## config.mk

```make
export PLATFORM = sky130hd
export DESIGN_NAME = module_reg
export DESIGN_NICKNAME = d
export VERILOG_FILES = /design/src/rtl/module_reg_pkg.sv /design/src/rtl/module_reg.sv
export SDC_FILE = /design/constraint.sdc
export NUM_CORES = 1
export LEC_CHECK = 0
export CORE_AREA = 2 2 39 41
export CTS_CLUSTER_SIZE = 30
export DETAILED_ROUTE_END_ITERATION = 16
export DIE_AREA = 0 0 41 43
export PLACE_DENSITY = 0.64
export SYNTH_ARGS = -nofsm -noshare
export SYNTH_HDL_FRONTEND = slang
export SYNTH_SLANG_ARGS = --single-unit
export TNS_END_PERCENT = 10
```

## constraint.sdc

```tcl
create_clock -name Clk -period 1.8 [get_ports Clk]
set_input_delay 0.18 -clock Clk [delete_from_list [all_inputs] [get_ports Clk]]
set_output_delay 0.18 -clock Clk [all_outputs]
set_load 0.02 [all_outputs]
```

## src/rtl/module_reg_pkg.sv

```systemverilog
// Shared processor datapath constants for general-purpose registers.
// Imported by every datapath block that needs the bus width or the register clear value.
package module_reg_pkg;

    localparam int DATA_WIDTH = 8;

    localparam logic [DATA_WIDTH-1:0] REG_RESET_VALUE = 8'h00;

endpackage : module_reg_pkg

```

## src/rtl/module_reg.sv

```systemverilog
// General-purpose processor register: bus load, self-increment and synchronous clear.
// Usable as a PC, address or counter register; contents are always visible on dout.
module module_reg
    import module_reg_pkg::*;
#(
    parameter int               WIDTH       = DATA_WIDTH,
    parameter logic [WIDTH-1:0] RESET_VALUE = WIDTH'(REG_RESET_VALUE)
) (
    input  logic             Clk,
    input  logic             RST,
    input  logic             Wen,
    input  logic             INC,
    input  logic [WIDTH-1:0] BusOut,
    output logic [WIDTH-1:0] dout
);

    logic [WIDTH-1:0] reg_r;

    // Register update: clear beats load, and load beats increment (wraps modulo 2^WIDTH).
    always_ff @(posedge Clk) begin
        if (RST) begin
            reg_r <= RESET_VALUE;
        end else if (Wen) begin
            reg_r <= BusOut;
        end else if (INC) begin
            reg_r <= reg_r + WIDTH'(1);
        end else begin
            reg_r <= reg_r;
        end
    end

    assign dout = reg_r;

endmodule : module_reg

```

==> After elaboration in Yosys (flattened, before gate mapping) <==
Cells that the tools add are included.
{ "op_classes": {"n_addsub": 1, "order_cmp": 0, "eq_ne": 0, "mul": 0, "mux": 2, "bitwise_logic": 0, "n_div": 0, "n_reduce_logical": 1, "n_shift": 0} }
{ "op_table": {"columns": ["operator", "n"], "rows": [
  ["8-bit 2-to-1 mux", 2],
  ["8-bit by 1-bit adder with 8-bit output (second input constant)", 1],
  ["2-bit nonzero test", 1]
]} }
{ "word_totals": {"in_bits": 12, "n_memories": 0, "regBits": 8, "latch_bits": 0, "rom_bits": 0, "elab_cells": 5, "ramBits": 0} }

==> Longest topological paths before layout <==
{ "depth": {"ltp_word": 3, "ltp_mapped": 4, "mapped_depth_nobuf": 4} }

==> Least setup slack after synthesis <==
OpenSTA, ideal clock, no wires.
{ "synth_path": {"path_kind": "register -> register", "startpoint": "reg reg_r[0] (netlist: dout[0])", "endpoint": "reg reg_r[6] (netlist: dout[6])", "setup_ps": 120, "stages_incl_launch_ff": 5, "t_arrival_ps": 1218, "path_slack_ps": 462, "period_less_slack_ps": 1338, "cell_sequence": "dfxtp_1 > ha_1 > nand3_1 > o21a_1 > o31a_1"} }
{ "synth_between": {"elab_chain_len": 3} }
{ "synth_rtl": {"columns": ["element", "line_no", "source"], "rows": [
  ["start, declared", "module_reg.sv:17", "logic [WIDTH-1:0] reg_r;"],
  ["start signal, assigned", "module_reg.sv:24", "reg_r <= BusOut;"],
  ["start signal, assigned", "module_reg.sv:26", "reg_r <= reg_r + WIDTH'(1);"],
  ["start signal, assigned", "module_reg.sv:28", "reg_r <= reg_r;"],
  ["8-bit by 1-bit adder with 8-bit output", "module_reg.sv:26", null],
  ["8-bit 2-to-1 mux", "module_reg.sv:25", "end else if (INC) begin"],
  ["8-bit 2-to-1 mux", "module_reg.sv:23", "end else if (Wen) begin"]
]} }
No other way between the ends. The select of a mux whose other input is x is not followed.
A chain may end at the register's enable or synchronous reset.

==> Worst setup path after layout <==
{ "layout_path": {"startpoint": "reg reg_r[3] (netlist: dout[3])", "endpoint": "out dout[3]"} }
{ "layout_rtl": {"columns": ["element", "line_no", "source"], "rows": [
  ["end, declared", "module_reg.sv:14", "output logic [WIDTH-1:0] dout"]
]} }
No word-level cell between the ends.

==> impl_metrics.toml <==
[synthesis]
synthFlopType = "dfxtp_1"
synth_top_cell_area_share = 0.345
ys_seq_area_frac = 0.345
ys_types = 22
yosysWarnings = 0
synth_area_um2 = 464
synth_area_leaders = "dfxtp_1, xor2_1, o211ai_1"
async_reset_ff_frac = 0
avgSynthCellArea_um2 = 8.76
syn_inst = 53
synth-edff-count = 0
yosysTopAreaCell = "dfxtp_1"
synth.net_count = 66
ys_seq_elements = 8

[routing]
wl_per_cell_um = 11.5
via_per_inst = 5.25
routed_wl_um = 1040
dr.pass1.iters = 4
drtIter0Drc = 5
vias = 478
antenna_left = 0
drc_errors = 0

[global_routing]
grt_pass1_vias = 423
grt_max_degree = 11
grt-ovfl-total = 0
antenna_found_initial = 0
grt_pass1_wl_um = 1680
track_usage = 0.140

[floorplanning]
initial_utilization = 0.335
rows = 14
die_area_um2 = 1760
die_h_um = 43
core_area_um2 = 1380
die_w_um = 41
boundaryPins = 20

[timing]
tns_ns = 0
timing.hold.ws_ns = 0.510
hold_viol = 0
relSlewSlack = 0.822
fin_crit_sh = 0.831
fin_skew_ns = 0.00355
rsz0062_at_grt = "no"
finalSetupViolCount = 0
drv_slew = 0
period_needed_ns = 1.50
clock.fmax_mhz = 669
worst_pin_slew_ns = 0.266

[critical_path]
start_kind = "flop"
crit_path_end_kind = "output pin"
crit_arrival_ns = 1.32
critPathTopFamily = "buffers and inverters"
path_max_fanout = 6
path_buf_inv = 1
critPathMaxStageDelay_ns = 0.64
cp_slowest_cell = "clkdlybuf4s50_1"
worstPathCellList = "clkdlybuf4s50_1"
crit_start = "dout[3]$_SDFFE_PP0P_"
cp.required_ns = 1.62
r2r-start = "dout[0]$_SDFFE_PP0P_"
path_class = "reg -> out"

[clock_tree]
insertion_delay_ns = 0.25
cts_made_buffers = 3
path_clk_slew_ns = 0.06
cts.path.max_buffers = 2
cts_tree = "yes"
cts_max_level = 1
cts_hold_buf = 0
postCtsSetupBuffers = 0
cts_resized = 0
root_buffer = "clkbuf_4"
cts.sinks = 8

[placed_design]
gp_congestion = 0.697
dpl.hpwl_um = 793
io_buffers = 19

[worst_hold_path]
hold_class = "in -> reg"
hold_path.startpoint = "BusOut[2]"

[layout]
n_fill_cell = 145
area_growth_pct = 50.1
nets = 90
antenna_cells = 0
multiInputGateArea_um2 = 274
drive_above_1_share = 0.0933
seq_area_um2 = 160
largest_reg_flops = 8

[job]
max_cap_viol_count = 0

[power_and_ir_drop]
power_density_nw_per_um2 = 656
vdd_drop_max_mv = 0.281
leakage_uw = 0.000253

[outcome]
run_status = "finished, final reports clean"
## cells by family after synthesis
family / synth area share
and+or+nand+nor: 0.240
AOI/OAI and AO/OA: 0.181
DFF: 0.345
buffers and inverters: 0.0647
xor gates and xnor gates: 0.0755
muxes: 0.0674
adders and majority gates: 0.0269
## layer usage
layer  part of all wire  GRT usage  routed length, um
met4              0.013     0.0800                 14
met1               0.44      0.165                457
met3              0.062     0.0471                 65
met5                  0          0                  0
met2               0.49      0.209                506
## placed cells by master, fill, tap and decap left out
master,instances
a211oi_1,3
a21oi_1,3
buf_4,3
clkbuf_4,3
clkdlybuf4s50_1,19
dfxtp_1,8
ha_1,1
inv_1,2
mux2_2,1
mux2i_1,2
nand2_1,2
nand3_1,3
nand4_1,3
nor2_1,5
nor3_1,1
nor3b_1,3
o211ai_1,4
o21a_1,1
o31a_1,1
or3b_1,1
or4_1,2
xor2_1,4
## cells in the mapped netlist, drive strengths merged (3+ instances only)
cell type  instances
nor3b              3
nor2               5
dfxtp              8
nand4              3
xor2               4
o211ai             4
nand3              3
a211oi             3
a21oi              3
## power breakdown
group          internal [uW]  total (uW)  switching, uW
Combinational           66.4         115           48.8
Sequential               190         207           17.0
Clock                   76.1         134           58.2
## stage by stage
stage               worst slack, ns  instances  instance area [um^2]   util  total power (uW)
floorplan                     0.462         53                   464      -               267
global placement              0.151         88                   674  0.487               326
detailed placement            0.137         88                   674  0.487               327
CTS                           0.292         91                   697  0.504               465
global route                  0.244         91                   697  0.504               485
finish                        0.304         91                   697  0.504               457
## layout make-up
type                    count  share of cell area
clock buffers               3              0.0323
inverters                   2              0.0108
multi-input cells          40               0.393
well taps                  16              0.0287
repair buffers             22               0.305
flip-flops and latches      8               0.230
## final timing paths
path | slack, ns | cells after the start | to
hold reg to reg | 0.54 | 2 | dout[7]$_SDFFE_PP0P_
setup / recovery | 0.30 | 1 | dout[3]
hold / removal | 0.51 | 3 | dout[2]$_SDFFE_PP0P_
setup reg to reg | 0.51 | 4 | dout[6]$_SDFFE_PP0P_
(Power assumes the default switching activity.)
